--- src/rtl/cycle_sequencer.sv ---
// Instruction cycle sequencer: latches opcode/addressing mode on acceptance and
// steps an execute-cycle counter whose length depends on the opcode.
module cycle_sequencer #(
    parameter int               INSTR_W = 16,
    parameter int               OPC_W   = 5,
    parameter int               ADDRM_W = 3,
    parameter int               CYC_W   = 4,
    parameter logic [OPC_W-1:0] MOV_OPC = 5'b00001,
    parameter logic [OPC_W-1:0] HLT_OPC = 5'b11111,
    parameter int               LEN_MOV = 4,
    parameter int               LEN_DEF = 8
) (
    input  logic               clk,
    input  logic               reset_n,
    input  logic [INSTR_W-1:0] instruction,
    input  logic               instr_valid,
    output logic               instr_ready,
    input  logic               stall,
    input  logic               cycle_clear,
    output logic [1:0]         state,
    output logic [CYC_W-1:0]   cycle,
    output logic [OPC_W-1:0]   opcode,
    output logic [ADDRM_W-1:0] addrm,
    output logic               last_cycle
);

    typedef enum logic [1:0] {
        IDLE = 2'd0,
        EXEC = 2'd1,
        HALT = 2'd2
    } state_t;

    // Execute lengths must be representable as a final index in the counter.
    if (LEN_MOV < 1 || LEN_MOV > (1 << CYC_W)) begin : g_bad_len_mov
        $error("cycle_sequencer: LEN_MOV out of range 1..2^CYC_W");
    end
    if (LEN_DEF < 1 || LEN_DEF > (1 << CYC_W)) begin : g_bad_len_def
        $error("cycle_sequencer: LEN_DEF out of range 1..2^CYC_W");
    end
    if (OPC_W + ADDRM_W > INSTR_W) begin : g_bad_fields
        $error("cycle_sequencer: opcode and addressing fields exceed INSTR_W");
    end

    localparam logic [CYC_W-1:0] LAST_MOV = CYC_W'(LEN_MOV - 1);
    localparam logic [CYC_W-1:0] LAST_DEF = CYC_W'(LEN_DEF - 1);

    state_t             state_q;
    logic [CYC_W-1:0]   cycle_q;
    logic [OPC_W-1:0]   opcode_q;
    logic [ADDRM_W-1:0] addrm_q;

    logic [OPC_W-1:0]   new_opcode;
    logic [ADDRM_W-1:0] new_addrm;
    logic [CYC_W-1:0]   last_idx;
    logic               accept;

    // Operand bits below the decoded fields are not used by the sequencer.
    if (OPC_W + ADDRM_W < INSTR_W) begin : g_operand
        logic unused_operand;
        assign unused_operand = ^instruction[INSTR_W-OPC_W-ADDRM_W-1:0];
    end

    assign new_opcode = instruction[INSTR_W-1 -: OPC_W];
    assign new_addrm  = (new_opcode == MOV_OPC) ? instruction[INSTR_W-OPC_W-1 -: ADDRM_W]
                                                : '0;

    assign last_idx    = (opcode_q == MOV_OPC) ? LAST_MOV : LAST_DEF;
    assign last_cycle  = (state_q == EXEC) && (cycle_q == last_idx);
    assign instr_ready = reset_n &&
                         ((state_q == IDLE) || (last_cycle && !stall && !cycle_clear));
    assign accept      = instr_valid && instr_ready;

    assign state  = state_q;
    assign cycle  = cycle_q;
    assign opcode = opcode_q;
    assign addrm  = addrm_q;

    // Clear beats stall, and both beat completion; acceptance only happens when
    // neither is asserted, so it is checked after them in EXEC.
    always_ff @(posedge clk or negedge reset_n) begin
        if (!reset_n) begin
            state_q  <= IDLE;
            cycle_q  <= '0;
            opcode_q <= '0;
            addrm_q  <= '0;
        end else begin
            case (state_q)
                IDLE: begin
                    cycle_q <= '0;
                    if (accept) begin
                        opcode_q <= new_opcode;
                        addrm_q  <= new_addrm;
                        state_q  <= (new_opcode == HLT_OPC) ? HALT : EXEC;
                    end
                end
                EXEC: begin
                    if (cycle_clear) begin
                        cycle_q <= '0;
                    end else if (stall) begin
                        cycle_q <= cycle_q;
                    end else if (last_cycle) begin
                        cycle_q <= '0;
                        if (accept) begin
                            opcode_q <= new_opcode;
                            addrm_q  <= new_addrm;
                            state_q  <= (new_opcode == HLT_OPC) ? HALT : EXEC;
                        end else begin
                            state_q <= IDLE;
                        end
                    end else begin
                        cycle_q <= cycle_q + 1'b1;
                    end
                end
                HALT: begin
                    cycle_q <= '0;
                end
                default: begin
                    state_q <= IDLE;
                    cycle_q <= '0;
                end
            endcase
        end
    end

endmodule

--- config.mk ---
export PLATFORM = sky130hd
export DESIGN_NAME = cycle_sequencer
export DESIGN_NICKNAME = d
export VERILOG_FILES = /design/src/rtl/cycle_sequencer.sv
export SDC_FILE = /design/constraint.sdc
export NUM_CORES = 1
export LEC_CHECK = 0
export CAP_MARGIN = 15
export CORE_MARGIN = 2
export CORE_UTILIZATION = 39
export DETAILED_ROUTE_END_ITERATION = 6
export GPL_TIMING_DRIVEN = 0
export PLACE_DENSITY = 0.74
export SYNTH_ARGS = -nofsm -noshare
export SYNTH_HDL_FRONTEND = slang
export SYNTH_SLANG_ARGS = --single-unit
--- constraint.sdc ---
create_clock -name clk -period 3.2 [get_ports clk]
set_clock_uncertainty 0.15 [all_clocks]
set_input_delay 0.32 -clock clk [delete_from_list [all_inputs] [get_ports clk]]
set_output_delay 0.32 -clock clk [all_outputs]
set_load 0.1 [all_outputs]
After elaboration in Yosys (flattened, before gate mapping)

Index checks and enable logic that the tools add are counted.

Equality and inequality tests: 11
Add/sub/neg operators: 1
Bitwise operators: 1
Mux-type cells: 23
Reductions and logical operators: 12

Operators by type and width:

| operator            | number |
|---|---|
| $mux 5              | 4 |
| $mux 3              | 6 |
| $mux 4              | 4 |
| $mux 2              | 6 |
| $eq 5x1->1 const B  | 2 |
| $pmux 5 s2          | 1 |
| $ne 2x2->1 const B  | 4 |
| $pmux 2 s3          | 1 |
| $pmux 3 s2          | 1 |
| $eq 5x5->1 const B  | 1 |
| $logic_and 1x1->1   | 5 |
| $reduce_and 5->1    | 1 |
| $add 4x1->4 const B | 1 |
| $eq 4x3->1          | 1 |
| $reduce_and 4->1    | 1 |
| $ne 3x3->1 const B  | 1 |
| $eq 2x1->1 const B  | 1 |
| $eq 2x2->1 const B  | 1 |
| $logic_not 1->1     | 2 |
| $logic_not 2->1     | 1 |
| $reduce_bool 2->1   | 1 |
| $logic_or 1x1->1    | 1 |
| $not 1->1           | 1 |

Bits of input ports: 21
Output and inout port bits: 16
Flip-flop bits (word level): 14
Logic and storage cells: 52

Longest topological paths before layout

Gate-level depths: netlist (run 1).

Word-level depth: 14
Depth in mapped cells: 7
Mapped depth without buffers: 6

Least setup slack after synthesis (run 1)

Ideal clock, no wire load.

Path kind: flip-flop to output port
Start point: reg state_q[0], in the netlist state[0]
End point: out instr_ready
Slack: -0.453 ns
Arrival: 3.183 ns
Cell stages (with the launch flop): 3
Path buffers: 0
Required time: 2.730 ns
Cell sequence: dfrtp_1 > nand2b_1 > o21ai_0

Cells in the longest elaborated chain, start to end: 6
Elaborated cells on any way between the ends: 7
Those cells by class: eq/ne (1); reduce/logical (6)

Ends and longest elaborated chain:

| what                            | RTL line | source |
|---|---|---|
| from (decl)                     | 47       | `state_t state_q;` |
| from (signal assigned)          | 93       | `state_q <= (new_opcode == HLT_OPC) ? HALT : EXEC;` |
| from (signal assigned)          | 106      | `state_q <= (new_opcode == HLT_OPC) ? HALT : EXEC;` |
| $eq 2x1->1                      | 68       | `assign last_cycle = (state_q == EXEC) && (cycle_q == last_idx);` |
| $logic_and 1x1->1               | 68       |  |
| $logic_and 1x1->1 (2 in series) | 70       | `((state_q == IDLE) \|\| (last_cycle && !stall && !cycle_clear));` |
| $logic_or 1x1->1 (*)            | 70       |  |
| $logic_and 1x1->1 (*)           | 69       | `assign instr_ready = reset_n &&` |
| to (decl)                       | 17       | `output logic instr_ready,` |

Every way passes the cells marked *; elsewhere a longest branch is shown, timed or not.

Worst setup path after layout (run 1)

Start point: reg opcode_q[1], in the netlist opcode[1]
End point: out last_cycle

Cells in the longest elaborated chain, start to end: 4

Ends and longest elaborated chain:

| what                   | RTL line | source |
|---|---|---|
| from (decl)            | 49       | `logic [OPC_W-1:0] opcode_q;` |
| from (signal assigned) | 91       | `opcode_q <= new_opcode;` |
| from (signal assigned) | 104      | `opcode_q <= new_opcode;` |
| $eq 5x1->1             | 67       | `assign last_idx = (opcode_q == MOV_OPC) ? LAST_MOV : LAST_DEF;` |
| $mux 3                 | 67       |  |
| $eq 4x3->1             | 68       |  |
| $logic_and 1x1->1      | 68       |  |
| to (decl)              | 24       | `output logic last_cycle` |

Every way passes these cells.

==> results of run 1 <==
==> synth_stat cells <==
master and count:
sky130_fd_sc_hd__mux2_4 5, sky130_fd_sc_hd__inv_1 5, sky130_fd_sc_hd__or4_1 1, sky130_fd_sc_hd__nor2b_1 2, sky130_fd_sc_hd__mux2i_1 4, sky130_fd_sc_hd__nor4_1 1
sky130_fd_sc_hd__or4b_1 1, sky130_fd_sc_hd__dfrtp_1 14, sky130_fd_sc_hd__o21ai_0 2, sky130_fd_sc_hd__a21oi_1 2, sky130_fd_sc_hd__or3_1 2, sky130_fd_sc_hd__nor2_1 2
sky130_fd_sc_hd__xor2_1 1, sky130_fd_sc_hd__a31oi_1 1, sky130_fd_sc_hd__nand2b_1 4, sky130_fd_sc_hd__nand2_1 7, sky130_fd_sc_hd__ha_1 1, sky130_fd_sc_hd__nand3_1 1
sky130_fd_sc_hd__nand4b_1 1, sky130_fd_sc_hd__or3b_2 1, sky130_fd_sc_hd__buf_6 1, sky130_fd_sc_hd__a211oi_1 2, sky130_fd_sc_hd__and3_1 2, sky130_fd_sc_hd__a21o_1 3
sky130_fd_sc_hd__a211o_1 1, sky130_fd_sc_hd__o32ai_1 1
==> repair_timing <==
item | 4_1_cts | 5_1_grt
hold buffers | 0 | 1
endpoints found under the hold margin | 0 | 14
pin swaps | 0 | 0
endpoints found under the setup margin | 2 | 1
resized for setup | 6 | 1
cloned | 0 | 0
==> worst max-delay path, cell delays in order, from the launching register on <==
cell and delay [ns]:
sky130_fd_sc_hd__dfrtp_1 0.41, sky130_fd_sc_hd__or4b_1 0.54, sky130_fd_sc_hd__or4_1 0.44, sky130_fd_sc_hd__nand2_1 0.17
sky130_fd_sc_hd__and3_2 0.19, sky130_fd_sc_hd__clkdlybuf4s15_2 0.55
==> per-layer routing <==
layer	vias to the layer above	share of wire (%)	global-route usage (%)
met4	0	2.1	8.108
met3	4	7.0	4.528
met2	25	48	26.76
li1	313	-	-
met1	301	43	19.10
met5	-	0	0
==> sequential cells by signal, indices dropped and copies added, names as in the netlist <==
name	count
opcode	5
cycle	4
addrm	3
state	2
==> power breakdown <==
part	switching [mW]	total (mW)	internal, mW
Combinational	0.485	0.666	0.182
Sequential	0.0453	0.274	0.229
Clock	0.0561	0.0997	0.0437
==> cells by family after synthesis <==
kind of cell               count (synthesis)
muxes                                      9
xor gates and xnor gates                   1
DFF                                       14
AOI/OAI and AO/OA                         12
buffers and inverters                      6
adders and majority gates                  1
and+or+nand+nor                           25
==> final cells by class <==
| class | instances | share of cell area, % |
|---|---|---|
| Buffer | 1 | 1.029 |
| Clock buffer | 3 | 2.057 |
| Inverter | 5 | 1.714 |
| Multi-Input combinational cell | 48 | 33.37 |
| Sequential cell | 14 | 32.00 |
| Tap cell | 25 | 2.857 |
| Timing Repair Buffer | 29 | 26.97 |
==> final timing paths <==
check / endpoint / slack, ns / cells past startpoint
min in group asynchronous: cycle[1] / 0.58 / 2
hold / removal: state[1] / 0.36 / 3
setup / recovery: last_cycle / 0.16 / 5
hold reg to reg: addrm[1] / 0.38 / 2
setup reg to reg: opcode[1] / 0.69 / 6
max in group asynchronous: opcode[2] / 1.89 / 2
==> cells in the final DEF (no fill, tap or decap), types with 2 or more instances in the layout <==
cell type	count
sky130_fd_sc_hd__a21oi_1	2
sky130_fd_sc_hd__dfrtp_1	14
sky130_fd_sc_hd__nand2b_1	4
sky130_fd_sc_hd__a21o_1	3
sky130_fd_sc_hd__inv_1	5
sky130_fd_sc_hd__a211oi_1	2
sky130_fd_sc_hd__mux2i_1	4
sky130_fd_sc_hd__nor2b_1	2
sky130_fd_sc_hd__clkbuf_4	3
sky130_fd_sc_hd__mux2_4	5
sky130_fd_sc_hd__clkdlybuf4s15_2	2
sky130_fd_sc_hd__nor2_1	2
sky130_fd_sc_hd__or3_1	2
sky130_fd_sc_hd__clkdlybuf4s50_1	25
sky130_fd_sc_hd__nand2_1	7
==> flow_results.org, run 1 <==
** Setup path
- Origin of the critical flop-to-flop path :: opcode[1]
- Required time at the endpoint of the critical path :: 2.73 ns
- Nature of the critical path endpoint :: primary output
- Critical path startpoint category :: flop
- Crit path from :: opcode[1]
- Worst Setup Path Type :: reg2out
- Data arrives at the worst endpoint at 2.57 ns.
- Of all nets on the critical path, the largest fanout is 5.

** Final layout
- Register cell area after layout :: 350.3 um^2
- Total Nets Final :: 124
- Leaving out filler cells and counting taps, the final layout contains 125.
- The repair_antennas step left the layout with diodes totalling 0.
- Cells fill 62.06% of the core in the end.
- Area Growth Syn to Fin :: 47.80%
- Area of the multi-input gates :: 365.4 um^2
- Proportion of layout cells with a drive suffix above 1 :: 14.00%
- FILL cells :: 162
- The finished cells cover 1095 um^2.

** Synth
- The share of synthesized area in the top cell type comes to 47.30%.
- Dominant cell type by area after synthesis :: sky130_fd_sc_hd__dfrtp_1
- Synth unique cells :: 26
- Mapped Cells :: 68
- Number of synthesis warnings :: 0
- Share of synthesized cell area in and, or, nand and nor gates :: 19.26%
- After synthesis the cells add up to 740.7 um^2.
- In the post-synthesis netlist, the biggest area contributors are sky130_fd_sc_hd__dfrtp_1, sky130_fd_sc_hd__mux2_4, sky130_fd_sc_hd__mux2i_1, sky130_fd_sc_hd__nand2_1, sky130_fd_sc_hd__nand2b_1.
- Multiplexer cells account for 15.54% of the synthesized area.
- After synthesis, flip-flops and latches occupy 47.30% of the total area.
- Syn nets :: 90
- After synthesis, the largest family of logic cells by area is simple AND/OR/NAND/NOR gates.
- Summing the areas of all compound-gate instances in the mapped netlist gives 10.98% of the synthesized area.
- Seq cells post-synth :: 14
- Of the total synthesized cell area, the portion taken by XOR and XNOR cells is 1.182%.
- Average instance area after synthesis :: 10.89 um^2
- After Yosys synthesis, full adders, half adders and majority gates account for 1.689% of the synthesized area.

** Global routing
- Maximum number of pins on one net before global-route repair :: 18
- In the global route stage, overall resource usage came out at 16.12%.
- Grt total ovfl :: 0
- Initial antenna violation count :: 0
- The via count of the first global-routing pass came to 544.
- First-pass GRT wire length :: 2449 um

** Pwr
- Maximum vdd drop :: 0.0008488 V
- Static leakage power :: 0.5046 nW
- Final Total Pwr :: 1.040 mW
- Power spread over the standard cell area amounts to 950.1 nW/um^2.

** Floorplan
- Floorplan row count :: 15
- The core region is 1764 um^2.
- Initial cell density of the core :: 41.99%
- Die X-Extent :: 47.58 um
- Height of the die :: 47.58 um
- I/O pins :: 37
- The die covers 2264 um^2.

** Timing
- Setup violation total in the final timing report :: 0
- Relative slew margins :: 33.76%
- Adding up every negative setup slack in the final design gives 0 ns.
- The final-report max-slew violation count was 0.
- Based on the critical path, the design can be clocked at up to 328.5 MHz.
- Period utilization :: 95.13%
- Number of hold-slack violations in the final timing report :: 0
- Unrepaired setup endpoints after global routing :: no
- Once routing completed, OpenROAD measured the worst setup slack at 0.1559 ns.
- Transition at the pin with the smallest max-transition slack :: 0.9905 ns
- The routed design could run at a clock period as short as 3.044 ns.
- The tightest hold path in the finished design has a slack of 0.3569 ns.

** Detailed routing
- DRT Wirelength :: 1651 um
- Wirelength per Cell :: 13.21 um
- In this run, the number of DRC markers left after iteration 0 of detailed routing was 6.
- After detailed routing, the number of vias per cell comes to 5.144.
- The detail route stage leaves a number of antenna-violating nets equal to 0.
- After detailed routing, the number of remaining DRC violations is 0.
- Overall via count from detail_route :: 643
- The first detailed-routing pass ran for 2 iterations.

** Place
- Once detailed placement completed, the half-perimeter wirelength came to 1246 um.
- Global placement routability congestion :: 0.7840
- PortBufs :: 28
- Placed instance count :: 121
- In this run the cell area measured after placement is 1057 um^2.
- OpenSTA, run right after detailed placement, puts the worst setup slack at -0.4569 ns.

** Clock network
- Clock-pin transition on the worst setup and hold timing paths :: 0.08 ns
- Post-CTS timing repair inserted 0 buffers for setup.
- Clock tree from TritonCTS :: done
- The longest clock path from root to sink contains 2 buffers.
- TritonCTS created 3 clock buffers.
- Total number of clock tree sinks :: 14
- Clk Latency, worst-skew pair :: 0.28 ns
- In this run the number of H-tree levels came out at 1.
- Root Driver :: sky130_fd_sc_hd__clkbuf_4

** Outcome
- Result of the run :: completed

** Worst hold path
- The worst hold path begins at reset_n.
- Hold Path Class :: in2reg

** Flow run
- Across the run, the number of max-cap violations was 0.
(Power assumes the default switching activity.)
==> run 2: changes to the inputs <==
Settings changed: SLEW_MARGIN from default to 15.
==> results of run 2 <==
Final layout, timing and power as in run 1 (identical DEF).
